File: src/rtl/arm_pkg.sv
// Shared types and constants for the memory-stage SRAM bridge.
package arm_pkg;

   localparam int          DATA_W        = 32;
   localparam int          SRAM_DW       = 16;
   localparam int unsigned DEF_BASE_ADDR = 1024;

   typedef enum logic [1:0] {
      IDLE = 2'd0,
      LO   = 2'd1,
      HI   = 2'd2,
      DONE = 2'd3
   } sram_state_t;

   // Low half-word address of the 32-bit word holding byte_addr; wraps modulo 2^32.
   function automatic logic [31:0] lo_half_addr(input logic [31:0] byte_addr,
                                                input logic [31:0] base);
      return ((byte_addr - base) >> 2) << 1;
   endfunction

endpackage

File: src/rtl/sram_controller_wait_counter.sv
// Per-half hold timer: counts 0..WAIT_CYCLES-1 and parks on the terminal count.
module wait_counter #(
   parameter int WAIT_CYCLES = 2
) (
   input  logic clk,
   input  logic rst_n,
   input  logic clear,
   input  logic enable,
   output logic done
);

   localparam int             CW = (WAIT_CYCLES > 1) ? $clog2(WAIT_CYCLES) : 1;
   localparam logic [CW-1:0]  TC = CW'(WAIT_CYCLES - 1);

   logic [CW-1:0] cnt_q, cnt_d;

   assign done = (cnt_q == TC);

   always_comb begin
      cnt_d = cnt_q;
      if (clear) begin
         cnt_d = '0;
      end else if (enable && !done) begin
         cnt_d = cnt_q + 1'b1;
      end
   end

   always_ff @(posedge clk or negedge rst_n) begin
      if (!rst_n) begin
         cnt_q <= '0;
      end else begin
         cnt_q <= cnt_d;
      end
   end

endmodule

File: src/rtl/sram_controller.sv
// 32-bit load/store bridge to a 16-bit SRAM, done as two timed half-word accesses.
//
// state | meaning
// IDLE  | no transfer; accepts wr_en/rd_en (write wins)
// LO    | bits [15:0] on the bus for WAIT_CYCLES cycles
// HI    | bits [31:16] on the bus for WAIT_CYCLES cycles
// DONE  | ready high for the pipeline-advance edge; never retriggers
module sram_controller
   import arm_pkg::*;
#(
   parameter int          WAIT_CYCLES = 2,
   parameter int unsigned BASE_ADDR   = DEF_BASE_ADDR,
   parameter int          SRAM_AW     = 18
) (
   input  logic                clk,
   input  logic                rst_n,
   input  logic                wr_en,
   input  logic                rd_en,
   input  logic [DATA_W-1:0]   address,
   input  logic [DATA_W-1:0]   wdata,
   output logic [DATA_W-1:0]   rdata,
   output logic                ready,
   output logic [SRAM_AW-1:0]  sram_addr,
   output logic                sram_we_n,
   output logic [SRAM_DW-1:0]  sram_dq_out,
   output logic                sram_dq_oe,
   input  logic [SRAM_DW-1:0]  sram_dq_in
);

   sram_state_t         state_q, state_d;
   logic                op_wr_q, op_wr_d;
   logic [SRAM_DW-1:0]  wdata_hi_q, wdata_hi_d;
   logic [DATA_W-1:0]   rdata_q, rdata_d;
   logic [SRAM_AW-1:0]  sram_addr_q, sram_addr_d;
   logic [SRAM_DW-1:0]  dq_out_q, dq_out_d;

   logic                req;
   logic                in_xfer;
   logic                cnt_done;
   logic [31:0]         lo_addr;

   assign req     = wr_en | rd_en;
   assign in_xfer = (state_q == LO) || (state_q == HI);
   assign lo_addr = lo_half_addr(address, 32'(BASE_ADDR));

   wait_counter #(
      .WAIT_CYCLES (WAIT_CYCLES)
   ) u_wait (
      .clk    (clk),
      .rst_n  (rst_n),
      .clear  (state_d != state_q),
      .enable (in_xfer),
      .done   (cnt_done)
   );

   always_comb begin
      state_d     = state_q;
      op_wr_d     = op_wr_q;
      wdata_hi_d  = wdata_hi_q;
      rdata_d     = rdata_q;
      sram_addr_d = sram_addr_q;
      dq_out_d    = dq_out_q;
      case (state_q)
         IDLE: begin
            if (req) begin
               state_d     = LO;
               op_wr_d     = wr_en;
               wdata_hi_d  = wdata[31:16];
               sram_addr_d = SRAM_AW'(lo_addr);
               if (wr_en) begin
                  dq_out_d = wdata[15:0];
               end
            end
         end
         LO: begin
            if (cnt_done) begin
               state_d     = HI;
               sram_addr_d = {sram_addr_q[SRAM_AW-1:1], 1'b1};
               if (op_wr_q) begin
                  dq_out_d = wdata_hi_q;
               end else begin
                  rdata_d[15:0] = sram_dq_in;
               end
            end
         end
         HI: begin
            if (cnt_done) begin
               state_d = DONE;
               if (!op_wr_q) begin
                  rdata_d[31:16] = sram_dq_in;
               end
            end
         end
         DONE: begin
            state_d = IDLE;
         end
         default: begin
            state_d = IDLE;
         end
      endcase
   end

   always_ff @(posedge clk or negedge rst_n) begin
      if (!rst_n) begin
         state_q     <= IDLE;
         op_wr_q     <= 1'b0;
         wdata_hi_q  <= '0;
         rdata_q     <= '0;
         sram_addr_q <= '0;
         dq_out_q    <= '0;
      end else begin
         state_q     <= state_d;
         op_wr_q     <= op_wr_d;
         wdata_hi_q  <= wdata_hi_d;
         rdata_q     <= rdata_d;
         sram_addr_q <= sram_addr_d;
         dq_out_q    <= dq_out_d;
      end
   end

   // Strobes decode from state so an async reset releases the bus immediately.
   assign sram_we_n   = ~(in_xfer & op_wr_q);
   assign sram_dq_oe  = in_xfer & op_wr_q;
   assign ready       = ((state_q == IDLE) && !req) || (state_q == DONE);
   assign rdata       = rdata_q;
   assign sram_addr   = sram_addr_q;
   assign sram_dq_out = dq_out_q;

endmodule

File: config.mk
export PLATFORM = sky130hd
export DESIGN_NAME = sram_controller
export DESIGN_NICKNAME = d
export VERILOG_FILES = /design/src/rtl/arm_pkg.sv /design/src/rtl/sram_controller_wait_counter.sv /design/src/rtl/sram_controller.sv
export SDC_FILE = /design/constraint.sdc
export NUM_CORES = 1
export LEC_CHECK = 0
export CAP_MARGIN = 20
export CORE_UTILIZATION = 45
export DETAILED_ROUTE_END_ITERATION = 10
export PLACE_DENSITY = 0.84
export SYNTH_ARGS = -nofsm -noshare
export SYNTH_HDL_FRONTEND = slang
export SYNTH_SLANG_ARGS = --single-unit
export TNS_END_PERCENT = 30
File: constraint.sdc
create_clock -name clk -period 5.48 [get_ports clk]
set_clock_uncertainty 0.1 [all_clocks]
set_input_delay 0.822 -clock clk [delete_from_list [all_inputs] [get_ports clk]]
set_output_delay 0.822 -clock clk [all_outputs]
set_load 0.05 [all_outputs]
### Word level (Yosys, flattened, before mapping)

Index checks and enable logic that the tools add are counted.
Widths: inputs -> output; s select.

* ROM bits: 0
* input port bits: 84
* word-level logic and storage cells: 53
* flip-flop bits (word level): 86
* bits in writable memories: 0
* memories: 0
* output and inout port bits: 69
* latch bits: 0

* add/sub/neg operators: 2
* shift operators: 0
* reductions and logical operators: 15
* bitwise gates (word level): 5
* muxes and demuxes: 14
* magnitude comparators: 0
* div/mod/pow operators: 0
* equal/unequal tests: 8
* multiply operators: 0

Operator list (number)
* $mux 16: 4
* $pmux 18 s2: 1
* $pmux 16 s2: 1
* $sub 19x11->19 const B: 1
* $mux 18: 1
* $reduce_and 3->1: 4
* $pmux 2 s4: 1
* $mux 2: 3
* $ne 2x2->1 const B: 3
* $reduce_and 5->1: 1
* $eq 2x2->1 const B: 2
* $reduce_bool 2->1: 2
* $mux 1: 3
* $not 1->1: 3
* $eq 2x1->1 const B: 1
* $logic_and 1x1->1: 2
* $logic_not 1->1: 2
* $logic_not 2->1: 1
* $logic_or 1x1->1: 2
* $ne 2x1->1 const B: 1
* $ne 2x2->1: 1
* $reduce_and 2->1: 1
* $add 1x1->1 const B: 1
* $and 1x1->1: 1
* $or 1x1->1: 1

### Longest topological paths before layout

Gate-level depths: netlist of the first run.

* depth after elaboration: 5
* gate-level depth with buffers: 9
* depth with buffers taken out: 6

### By module

Synthesis of the first run repeated with hierarchy kept, for this count alone.

* cell total of the unflattened synthesis: 301
* area total of the unflattened synthesis: 3666.0 um2

By module, submodules not included
* sram_controller: sequential area each 2127.0 um2, area each 3631.0 um2, cells each 299, times used 1
* wait_counter: sequential area each 25.0 um2, area each 35.0 um2, cells each 2, times used 1

### Worst setup path after synthesis of the first run

OpenSTA, ideal clock, no wires.

* path type: register to output
* start: register state_q[1]
* end: output port sram_dq_oe
* data required time: 4.558 ns
* path buffers: 0
* arrival time: 1.502 ns
* setup slack: 3.056 ns
* stages on the path, launching flop included: 5
* cells stage by stage: dfrtp_1 > inv_1 > ha_1 > nand2_1 > inv_1

* cells in the longest elaborated chain, start to end: 3
* elaborated cells between the ends (all ways): 4
* those cells by class: 2 x eq/ne; 1 x bitwise; 1 x reduce/logical

Ends and longest elaborated chain
* start, declared: RTL line sram_controller.sv:30 `sram_state_t state_q, state_d;`
* start signal, assigned: RTL line sram_controller.sv:112 `state_q <= state_d;`
* $eq 2x1->1 or $eq 2x2->1 (tied branches): RTL line sram_controller.sv:43 `assign in_xfer = (state_q == LO) || (state_q == HI);`
* $logic_or 1x1->1 (*): RTL line sram_controller.sv:43
* $and 1x1->1 (*): RTL line sram_controller.sv:123 `assign sram_dq_oe = in_xfer & op_wr_q;`
* end, declared: RTL line sram_controller.sv:26 `output logic sram_dq_oe,`

Mark *: on every way between the ends. The rest lies on a longest branch, timed or not.

### Worst setup path after layout of the first run

* start: input port wr_en
* end: output port ready

* cells in the longest elaborated chain, start to end: 4

Ends and longest elaborated chain
* start, declared: RTL line sram_controller.sv:17 `input logic wr_en,`
* $or 1x1->1: RTL line sram_controller.sv:42 `assign req = wr_en | rd_en;`
* $logic_not 1->1: RTL line sram_controller.sv:124 `assign ready = ((state_q == IDLE) && !req) || (state_q == DONE);`
* $logic_and 1x1->1: RTL line sram_controller.sv:124
* $logic_or 1x1->1: RTL line sram_controller.sv:124
* end, declared: RTL line sram_controller.sv:22 `output logic ready,`

No other way between the ends.

==> parameters.txt, run 1 <==
Parameter                              Value

Run status
  Result of the run ... finished, final reports clean

GRT
  Overflow left after global routing ... 0
  Total routing resource utilization after global routing ... 19.7%
  Antenna violations before repair ... 0
  Global-route wire length before repair ... 13000 µm
  Maximum number of pins on one net before global-route repair ... 87
  Number of global-route vias before repair ... 2760

Clocking
  Clock latency on the worst-skew pair ... 0.33 ns
  CTS tree ... done
  TritonCTS Buffers ... 9
  Number of setup buffers added after CTS ... 0
  Maximum clock insertion buffer count ... 2
  Buffer type at the clock tree root ... clkbuf_8
  H-tree level count ... 3
  CTS Sinks ... 86
  Hold-fix buffers, CTS ... 0
  Cells resized by post-CTS repair ... 0
  Clk slew on worst S/H paths ... 0.08 ns

Synth
  Net Count, Synth ... 390
  Library cell occupying the most area in the post-synthesis netlist ... dfrtp_1
  Simple-gate share of the synthesized area ... 9.28%
  Count of mapped cells out of synthesis ... 301
  Compound-cell area share of the yosys netlist ... 6.21%
  Fraction of synthesized area in multiplexers ... 19.5%
  Share of the synthesized area in the top cell type ... 58.7%
  Number of distinct library cells after synthesis ... 36
  Largest family of logic cells by synthesized area ... multiplexers
  Xor-xnor portion of the synthesized cell area ... 1.43%
  Mean Syn Cell Area ... 12.2 µm²
  Cell Area, Synth ... 3670 µm²
  Seq cells post-synth ... 86
  Sequential-to-total area share from yosys stat ... 58.7%
  Number of synthesis warnings ... 0
  Cells taking the most area after synthesis ... dfrtp_1 59%, mux2_2 14%, mux2i_1 4.6%, nand2_1 4.2%, a21oi_1 2.9%
  Arithmetic-cell share of the synthesized area counting full adders, half adders and majority gates ... 1.71%

Setup path
  Classification of the worst setup path ... input pin to output pin
  Data required time of the critical path ... 4.56 ns
  Delay of the slowest cell on the worst path ... 0.80 ns
  Worst path top cell family by delay ... buffers and inverters
  Worst R2R Start ... state_q[1]$_DFF_PN0_
  Crit path capture type ... output pin
  Reg2Reg Depth ... 8
  Arr. time, crit path ... 2.44 ns
  Maximum net fanout on the critical path ... 5
  Reg-to-reg critical path endpoint ... sram_dq_out[2]$_DFFE_PN0P_
  Slowest CP cell ... clkdlybuf4s50_1
  Worst path cell trace ... clkdlybuf4s50_1 > nor2_1 > nand2_1 > nand2b_1 > clkdlybuf4s50_1
  Setup slack, reg-to-reg ... 2.98 ns
  Crit path buffers/inverters ... 2
  CP dominant cell by count ... clkdlybuf4s50_1
  Critical Path Start Type ... input pin
  Number of logic stages on the critical path including buffering ... 5

Final layout
  Synth-to-layout area growth ... 44.2%
  Count of inserted antenna diode cells ... 0
  Count of nets after finishing ... 527
  Leading cell type in the layout, fill and taps excluded ... clkdlybuf4s50_1
  Commonest non-fill, non-tap cells in the layout ... 136 x clkdlybuf4s50_1, 86 x dfrtp_1, 46 x mux2_2
  Fraction of layout cells with a size suffix above 1 ... 17.0%

Drt
  Post-route antenna net violation count ... 0
  Number of detailed-route iterations in the first pass ... 4
  Routed via count ... 2752
  Routed wire per std cell ... 14.9 µm
  DRC violation count after routing ... 0
  Number of vias per cell ... 5.06
  Drt total wl ... 8080 µm
  Initial DRC Count ... 94

Run
  Max Cap Viol ... 0

Floorplanning
  Count of pins on the block boundary ... 153
  Starting Density ... 47.0%
  Die extent in x ... 92.3 µm
  Row cnt ... 32
  Die Y ... 92.3 µm
  Floorplan die area ... 8520 µm²
  Core footprint ... 7810 µm²

Worst hold path
  Path class of the lowest-slack min-delay path ... input pin to asynchronous set/reset pin

Timing
  Unrepaired setup endpoints after global routing ... no
  Worst Setup Slack, final ... 2.11 ns
  Setup Viol. Count Final ... 0
  Total negative slack for setup checks ... 0 ns
  Minimum clock period ... 3.37 ns
  Tightest slew margin relative to the limit ... 50.3%
  Final period util ... 61.4%
  FMAX ... 297 MHz
  Final hold viol count ... 0
  Number of slew-limit violations in the final report ... 0
  Transition time at the pin with the least slew margin ... 0.745 ns

Pwr
  Max rail drop VDD ... 348 µV
  Leakage dissipation ... 2.28 nW
  Pwr Density ... 717 nW/µm²

Placement
  Hpwl dp ... 5910 µm
  Routability Congestion ... 0.818
  Worst-case setup slack after placement ... 2.11 ns
  Number of buffer cells added on primary ports ... 137
-- registers in the layout, summed over array words and instances (netlist names) --
name / flops
wdata_hi_q: 16
sram_dq_out: 16
op_wr_q: 1
state_q: 2
sram_addr: 18
rdata: 32
u_wait.done: 1
-- stage by stage --
step | std cells | hold slack [ns] | cell area, µm² | power [mW] | utilization, %
detailed placement | 528 | 0.370 | 5090 | 3.43 | 65.3
global route | 544 | 0.218 | 5290 | 4.00 | 67.7
CTS | 543 | 0.387 | 5260 | 3.82 | 67.4
global placement | 528 | 0.357 | 5090 | 3.36 | 65.3
finish | 544 | 0.222 | 5290 | 3.79 | 67.7
floorplan | 301 | 0.379 | 3670 | 2.70 | -
-- worst max-delay path by stage --
| stage | from | end | slack (ns) |
|---|---|---|---|
| global route | state_q[1]$_DFF_PN0_ | ready | 1.98 |
| floorplan | state_q[1]$_DFF_PN0_ | sram_dq_oe | 3.06 |
| detailed placement | wr_en | ready | 2.11 |
| finish | wr_en | ready | 2.11 |
| global placement | wr_en | ready | 2.11 |
| CTS | wr_en | ready | 2.11 |
-- logic make-up (layout without fill, tap and decap cells) --
| family | count (synthesis) | in the layout |
|---|---|---|
| buffers and inverters | 21 | 162 |
| flip-flops | 86 | 86 |
| AND/OR/NAND/NOR | 77 | 77 |
| AO/OA/AOI/OAI | 41 | 41 |
| adder cells (fa/ha/maj) | 5 | 5 |
| multiplexers | 65 | 65 |
| XOR/XNOR | 6 | 6 |
-- synth_stat cells, drive strengths merged --
cell type,count
dfrtp,86
mux2,48
nand2,43
nor2,27
a21oi,22
mux2i,17
buf,14
o21ai,12
inv,6
ha,5
xor2,4
a211oi,2
nor3,2
xnor2,2
a21boi,1
a31oi,1
clkbuf,1
nand2b,1
nand3,1
nor4,1
o21a,1
o22ai,1
o31ai,1
or2,1
or4,1
-- per-layer routing --
| layer | GRT usage (%) | wire, µm | vias up |
|---|---|---|---|
| li1 | - | - | 1296 |
| met1 | 24.0 | 3220 | 1338 |
| met2 | 33.4 | 4180 | 102 |
| met3 | 4.60 | 495 | 16 |
| met4 | 8.46 | 178 | 0 |
| met5 | 0 | 0 | - |
-- report_power, final --
part / total [mW] / switching (mW) / internal (mW) / leakage [nW]
clock network: 0.388 / 0.213 / 0.175 / 0.0824
logic: 2.27 / 1.44 / 0.831 / 1.19
registers: 1.14 / 0.177 / 0.959 / 1.01
-- worst reg2reg max path, delay by kind of cell, from the launching register on --
family          cells  cell delay [ns]
flops               1             0.45
simple gates        1             0.09
buf+inv             3             0.85
fa+ha+maj           1             0.52
compound gates      2             0.27
mux                 1             0.15
-- area by class of cell --
cell class	instances	area (µm²)
fill	588	2520
tap	102	128
timing repair buffer	141	1420
sequential	86	2150
clock inverter	3	21.3
multi-input combinational	194	1400
inverter	6	22.5
clock buffer	12	145
Note: power is estimated with default switching activity, not from simulation.
==> run 2: changes to the inputs <==
--- a/config.mk
+++ b/config.mk
@@ -6,9 +6,9 @@
 export NUM_CORES = 1
 export LEC_CHECK = 0
 export CAP_MARGIN = 20
-export CORE_UTILIZATION = 45
+export CORE_UTILIZATION = 39
 export DETAILED_ROUTE_END_ITERATION = 10
-export PLACE_DENSITY = 0.84
+export PLACE_DENSITY = 0.77
 export SYNTH_ARGS = -nofsm -noshare
 export SYNTH_HDL_FRONTEND = slang
 export SYNTH_SLANG_ARGS = --single-unit
==> constraint.sdc (replaced) <==
create_clock -name clk -period 3 [get_ports clk]
set_clock_uncertainty 0.1 [all_clocks]
set_input_delay 0.45 -clock clk [delete_from_list [all_inputs] [get_ports clk]]
set_output_delay 0.45 -clock clk [all_outputs]
set_load 0.05 [all_outputs]
==> run 2 against run 1 <==
Effect of this change:
- final area rose by 1.5%
- power rose by 86%
- highest routed layer unchanged
- routed wire length rose by 0.40%
==> parameters.txt, run 2 (synthesis results as in run 1) <==
Parameter                              Value

Run status
  Result of the run ... finished, final reports clean (unchanged)

Floorplanning
  Core footprint ... 9200 µm² (was 7810 µm²)
  Starting Density ... 39.9% (was 47.0%)
  Die extent in x ... 99.0 µm (was 92.3 µm)
  Die Y ... 99.0 µm (was 92.3 µm)
  Floorplan die area ... 9800 µm² (was 8520 µm²)
  Count of pins on the block boundary ... 153 (unchanged)
  Row cnt ... 35 (was 32)

Placement
  Cell area after placement ... 5130 µm² (was 5090 µm²)
  Hpwl dp ... 5730 µm (was 5910 µm)
  Worst-case setup slack after placement ... 0.381 ns (was 2.11 ns)
  Routability Congestion ... 0.794 (was 0.818)
  Post-Place Cells ... 540 (was 528)
  Number of buffer cells added on primary ports ... 137 (unchanged)

Final layout
  Non-filler cells in the finished layout ... 558 (was 544)
  Fill cell count ... 812 (was 588)
  Fraction of layout cells with a size suffix above 1 ... 17.9% (was 17.0%)
  Leading cell type in the layout, fill and taps excluded ... clkdlybuf4s50_1 (unchanged)
  Count of nets after finishing ... 531 (was 527)
  Final instance area ... 5370 µm² (was 5290 µm²)
  Synth-to-layout area growth ... 46.4% (was 44.2%)
  Count of inserted antenna diode cells ... 0 (unchanged)
  Number of flip-flops in the largest register ... 32 (unchanged)
  Post-Route Utilization ... 58.4% (was 67.7%)
  Commonest non-fill, non-tap cells in the layout ... 135 x clkdlybuf4s50_1, 86 x dfrtp_1, 46 x mux2_2 (was 136 x clkdlybuf4s50_1, 86 x dfrtp_1, 46 x mux2_2)

Timing
  Final period util ... 89.4%
  Final hold viol count ... 0 (unchanged)
  Worst Setup Slack, final ... 0.318 ns (was 2.11 ns)
  Worst hold slack across all endpoints ... 0.379 ns (was 0.222 ns)
  Transition time at the pin with the least slew margin ... 0.697 ns (was 0.745 ns)
  Tightest slew margin relative to the limit ... 53.5% (was 50.3%)
  Minimum clock period ... 2.68 ns
  Total negative slack for setup checks ... 0 ns (unchanged)
  Unrepaired setup endpoints after global routing ... no (unchanged)
  Number of slew-limit violations in the final report ... 0 (unchanged)
  FMAX ... 373 MHz
  Setup Viol. Count Final ... 0 (unchanged)

Setup path
  Crit path capture type ... output pin (unchanged)
  Maximum net fanout on the critical path ... 6 (was 5)
  Critical Path Start Type ... register (was input pin)
  Arr. time, crit path ... 2.13 ns (was 2.44 ns)
  Data required time of the critical path ... 2.45 ns (was 4.56 ns)
  Classification of the worst setup path ... register to output pin (was input pin to output pin)

Pwr
  Pwr Density ... 1310 nW/µm² (was 717 nW/µm²)
  Max rail drop VDD ... 629 µV (was 348 µV)
  Total power ... 7.06 mW (was 3.79 mW)
  Leakage dissipation ... 2.33 nW (was 2.28 nW)

Drt
  Routed via count ... 2695 (was 2752)
  Routed wire per std cell ... 14.5 µm (was 14.9 µm)
  Number of vias per cell ... 4.83 (was 5.06)
  Drt total wl ... 8110 µm (was 8080 µm)
  Number of detailed-route iterations in the first pass ... 4 (unchanged)
  Post-route antenna net violation count ... 0 (unchanged)
  DRC violation count after routing ... 0 (unchanged)
  Initial DRC Count ... 99 (was 94)

Clocking
  H-tree level count ... 3 (unchanged)
  Number of setup buffers added after CTS ... 0 (unchanged)
  CTS tree ... done (unchanged)
  CTS Sinks ... 86 (unchanged)
  Maximum clock insertion buffer count ... 2 (unchanged)
  Clock latency on the worst-skew pair ... 0.34 ns (was 0.33 ns)
  Clk slew on worst S/H paths ... 0.10 ns (was 0.08 ns)
  Buffer type at the clock tree root ... clkbuf_8 (unchanged)
  TritonCTS Buffers ... 9 (unchanged)

GRT
  Maximum number of pins on one net before global-route repair ... 87 (unchanged)
  Antenna violations before repair ... 0 (unchanged)
  Number of global-route vias before repair ... 2757 (was 2760)
  Overflow left after global routing ... 0 (unchanged)
  Global-route wire length before repair ... 13100 µm (was 13000 µm)
  Total routing resource utilization after global routing ... 17.1% (was 19.7%)

Worst hold path
  Path class of the lowest-slack min-delay path ... input pin to asynchronous set/reset pin (unchanged)

Run
  Max Cap Viol ... 0 (unchanged)
[run 2: cell count changes in the layout (fill, tap and decap cells not counted), sizes merged]
cell           previous run  this run
clkinvlp                  1         2
buf                       5         8
clkdlybuf4s50           136       135
bufinv                    0         1
clkbuf                   12        11
dlymetal6s2s              0         1
dlygate4sd3               0         1
[run 2: what timing repair did]
action / CTS / global route
endpoints found under the setup margin: 0 / 1
hold buffers: 0 / 1
gates resized for setup: 0 / 1
hold endpoints to repair: 0 / 13
[run 2: critical path, cell delays in order, from the launching register on]
cell and delay, ns:
dfrtp_1 0.45, inv_1 0.11, ha_1 0.31, nand2_1 0.07, inv_1 0.06, clkdlybuf4s50_1 0.79
[run 2: path summary, 6_finish.rpt]
check	from	end	slack [ns]	cells past startpoint
setup / recovery	state_q[1]$_DFF_PN0_	sram_dq_oe	0.32	5
hold / removal	rst_n	sram_dq_out[10]$_DFFE_PN0P_	0.38	2
setup reg to reg	state_q[1]$_DFF_PN0_	sram_dq_out[14]$_DFFE_PN0P_	0.68	7
hold reg to reg	sram_addr[14]$_DFFE_PN0P_	sram_addr[14]$_DFFE_PN0P_	0.38	2
max in group asynchronous	rst_n	rdata[29]$_DFFE_PN0P_	1.79	3
min in group clk	sram_addr[14]$_DFFE_PN0P_	sram_addr[14]$_DFFE_PN0P_	0.38	2
[run 2: metal layers]
metal	share of wire [%]	GRT usage, %	vias to the layer above
met3	7.5	5.53	7
li1	-	-	1304
met1	42	20.3	1300
met2	49	29.2	84
met5	0	0	-
met4	1.3	6.20	0
[run 2: cell type report]
cell class | instances | area (µm²) | area share (%)
clock buffers | 11 | 141 | 2.63
clock inverters | 5 | 58.8 | 1.10
inverters | 6 | 22.5 | 0.419
multi-input cells | 194 | 1400 | 26.1
flip-flops and latches | 86 | 2150 | 40.1
well taps | 111 | 139 | 2.59
repair buffers | 145 | 1450 | 27.1
[run 2: power by group]
part           total [mW]  internal (mW)  switching, mW  leakage (nW)
clock               0.817          0.408          0.409        0.0955
combinational        4.17           1.54           2.63          1.22
sequential           2.07           1.75          0.318          1.01
==> run 3: changes to the inputs <==
--- a/config.mk
+++ b/config.mk
@@ -6,9 +6,12 @@
 export NUM_CORES = 1
 export LEC_CHECK = 0
 export CAP_MARGIN = 20
-export CORE_UTILIZATION = 39
+export CELL_PAD_IN_SITES_DETAIL_PLACEMENT = 1
+export CELL_PAD_IN_SITES_GLOBAL_PLACEMENT = 1
+export CORE_UTILIZATION = 29
 export DETAILED_ROUTE_END_ITERATION = 10
-export PLACE_DENSITY = 0.77
+export GPL_TIMING_DRIVEN = 0
+export PLACE_DENSITY_LB_ADDON = 0.1
 export SYNTH_ARGS = -nofsm -noshare
 export SYNTH_HDL_FRONTEND = slang
 export SYNTH_SLANG_ARGS = --single-unit
==> run 3 against run 2 <==
Effect of this change:
- the run now ends with hold timing left
- non-clock buffer count is 8 higher
- clock power is 59% higher
- combinational power is 2% higher
- global-route usage is 1.2 points lower
- clock-buffer cell count is 2 lower
- power is 8.2% higher
- final area is 4.8% higher
- sequential cell count stayed put
- maximum frequency is 0.53% lower
- first-iteration DRC count is 31% lower
- core utilization is 12 points lower
- highest routed layer unchanged
==> parameters.txt, run 3 (synthesis results as in run 1) <==
Parameter                              Value

Floorplanning
  Core footprint ... 12200 µm² (was 9200 µm²)
  Starting Density ... 30.2% (was 39.9%)
  Count of pins on the block boundary ... 153 (unchanged)
  Floorplan die area ... 13100 µm² (was 9800 µm²)
  Row cnt ... 40 (was 35)
  Die extent in x ... 114 µm (was 99.0 µm)
  Die Y ... 114 µm (was 99.0 µm)

Final layout
  Fraction of layout cells with a size suffix above 1 ... 19.3% (was 17.9%)
  Commonest non-fill, non-tap cells in the layout ... 135 x clkdlybuf4s50_1, 86 x dfrtp_1, 46 x mux2_2 (unchanged)
  Sequential cell area ... 2150 µm² (unchanged)
  Fill cell count ... 1310 (was 812)
  Leading cell type in the layout, fill and taps excluded ... clkdlybuf4s50_1 (unchanged)
  Count of nets after finishing ... 539 (was 531)
  Multi-input gate area ... 1400 µm² (about the same)
  Number of flip-flops in the largest register ... 32 (unchanged)
  Count of inserted antenna diode cells ... 0 (unchanged)
  Synth-to-layout area growth ... 53.3% (was 46.4%)
  Final instance area ... 5630 µm² (was 5370 µm²)

Pwr
  Switching share of power ... 45.8% (was 47.5%)
  Clock power frac ... 17.0% (was 11.6%)
  Internal power summed over all cells ... 4.14 mW (was 3.70 mW)
  Max rail drop VDD ... 496 µV (was 629 µV)
  Portion of total power attributed to sequential cells ... 27.0% (was 29.3%)
  Sw power ... 3.50 mW (was 3.35 mW)
  Leakage dissipation ... 2.42 nW (was 2.33 nW)
  Logic pwr share ... 56.0% (was 59.1%)
  Pwr Density ... 1360 nW/µm² (was 1310 nW/µm²)

GRT
  Antenna violations before repair ... 0 (unchanged)
  Total routing resource utilization after global routing ... 16.0% (was 17.1%)
  Number of global-route vias before repair ... 2983 (was 2757)
  Global-route wire length before repair ... 15700 µm (was 13100 µm)
  Maximum number of pins on one net before global-route repair ... 49 (was 87)
  Overflow left after global routing ... 0 (unchanged)

Timing
  FMAX ... 371 MHz (was 373 MHz)
  Worst Setup Slack, final ... 0.304 ns (was 0.318 ns)
  Number of slew-limit violations in the final report ... 0 (unchanged)
  Unrepaired setup endpoints after global routing ... no (unchanged)
  Final period util ... 89.9% (was 89.4%)
  Tightest slew margin relative to the limit ... 63.5% (was 53.5%)
  Transition time at the pin with the least slew margin ... 0.548 ns (was 0.697 ns)
  Minimum clock period ... 2.70 ns (was 2.68 ns)
  Worst hold slack across all endpoints ... -0.0103 ns (was 0.379 ns)
  Setup Viol. Count Final ... 0 (unchanged)
  Final hold viol count ... 8 (was 0)

Setup path
  Arr. time, crit path ... 2.15 ns (was 2.13 ns)
  Data required time of the critical path ... 2.45 ns (about the same)
  Maximum net fanout on the critical path ... 6 (unchanged)
  Classification of the worst setup path ... register to output pin (unchanged)
  Critical Path Start Type ... register (unchanged)
  Crit path capture type ... output pin (unchanged)

Clocking
  Number of setup buffers added after CTS ... 0 (unchanged)
  Clk slew on worst S/H paths ... 0.06 ns (was 0.10 ns)
  Clock latency on the worst-skew pair ... 0.34 ns (about the same)
  Cells resized by post-CTS repair ... 0 (unchanged)
  Hold-fix buffers, CTS ... 0 (unchanged)
  Maximum clock insertion buffer count ... 2 (unchanged)
  CTS Sinks ... 86 (unchanged)
  H-tree level count ... 3 (unchanged)
  Buffer type at the clock tree root ... clkbuf_16 (was clkbuf_8)
  TritonCTS Buffers ... 9 (unchanged)
  CTS tree ... done (unchanged)

Drt
  Number of vias per cell ... 4.48 (was 4.83)
  Drt total wl ... 9680 µm (was 8110 µm)
  Post-route antenna net violation count ... 0 (unchanged)
  Initial DRC Count ... 68 (was 99)
  Routed via count ... 2789 (was 2695)
  Number of detailed-route iterations in the first pass ... 5 (was 4)
  Routed wire per std cell ... 15.5 µm (was 14.5 µm)
  DRC violation count after routing ... 0 (unchanged)

Run status
  Result of the run ... finished, violations left (was finished, final reports clean)
  Violated checks ... hold timing

Placement
  Number of buffer cells added on primary ports ... 137 (unchanged)
  Hpwl dp ... 7030 µm (was 5730 µm)
  Routability Congestion ... 0.698 (was 0.794)
  Cell area after placement ... 5280 µm² (was 5130 µm²)
  Worst-case setup slack after placement ... 0.343 ns (was 0.381 ns)

Worst hold path
  Path class of the lowest-slack min-delay path ... input pin to asynchronous set/reset pin (unchanged)

Run
  Max Cap Viol ... 0 (unchanged)
## run 3: cell types whose count changed in the layout (fill, tap and decap cells not counted), sizes merged
cell | before | now
dlygate4sd3 | 1 | 0
bufinv | 1 | 3
buf | 8 | 16
clkbuf | 11 | 10
## run 3: power groups by stage
stage	combinational (mW)	clock [mW]	sequential, mW
2_1_floorplan	1.33	0	3.60
3_3_place_gp	4.27	0	2.06
3_5_place_dp	4.33	0	2.08
4_1_cts	4.34	1.34	2.07
5_1_grt	4.53	1.38	2.14
6_report	4.27	1.30	2.06
## run 3: per-layer routing
| layer | GRT usage (%) | part of all wire, % |
|---|---|---|
| met3 | 5.72 | 7.3 |
| met1 | 18.4 | 41 |
| met2 | 26.6 | 50 |
| met4 | 7.27 | 1.8 |
| met5 | 0 | 0 |
## run 3: path summary, 6_finish.rpt
path / startpoint / endpoint / slack (ns) / depth (start not counted)
max: state_q[1]$_DFF_PN0_ / sram_dq_oe / 0.30 / 5
min: rst_n / wdata_hi_q[10]$_DFFE_PN0P_ / -0.01 / 1
max reg2reg: state_q[1]$_DFF_PN0_ / wdata_hi_q[11]$_DFFE_PN0P_ / 0.84 / 7
min reg2reg: sram_addr[5]$_DFFE_PN0P_ / sram_addr[5]$_DFFE_PN0P_ / 0.38 / 2
max in group asynchronous: rst_n / rdata[23]$_DFFE_PN0P_ / 2.18 / 2
min in group clk: sram_addr[5]$_DFFE_PN0P_ / sram_addr[5]$_DFFE_PN0P_ / 0.38 / 2
## run 3: stage by stage
stage                     power, mW  TNS (ns)  utilization (%)  std cells  hold slack [ns]
after CTS                      7.75         0             46.2        623          0.00153
after floorplan                4.93         0                -        301           0.0544
after global placement         6.33   -171.96             43.2        606            0.357
after detailed placement       6.42         0             43.4        607            0.371
final                          7.63         0             46.3        623          -0.0103
after global routing           8.06         0             46.3        623           0.0277
## run 3: layout make-up
type	count	area share (%)
Buffer	15	1.71
Clock buffer	9	4.00
Clock inverter	7	2.18
Inverter	6	0.400
Multi-Input combinational cell	194	24.8
Sequential cell	86	38.3
Tap cell	168	3.74
Timing Repair Buffer	138	24.9
## run 3: critical path, stage by stage (launching register included)
cell and delay [ns]:
dfrtp_1 0.45, inv_1 0.12, ha_1 0.30, nand2_1 0.08, inv_1 0.06, clkdlybuf4s50_1 0.79
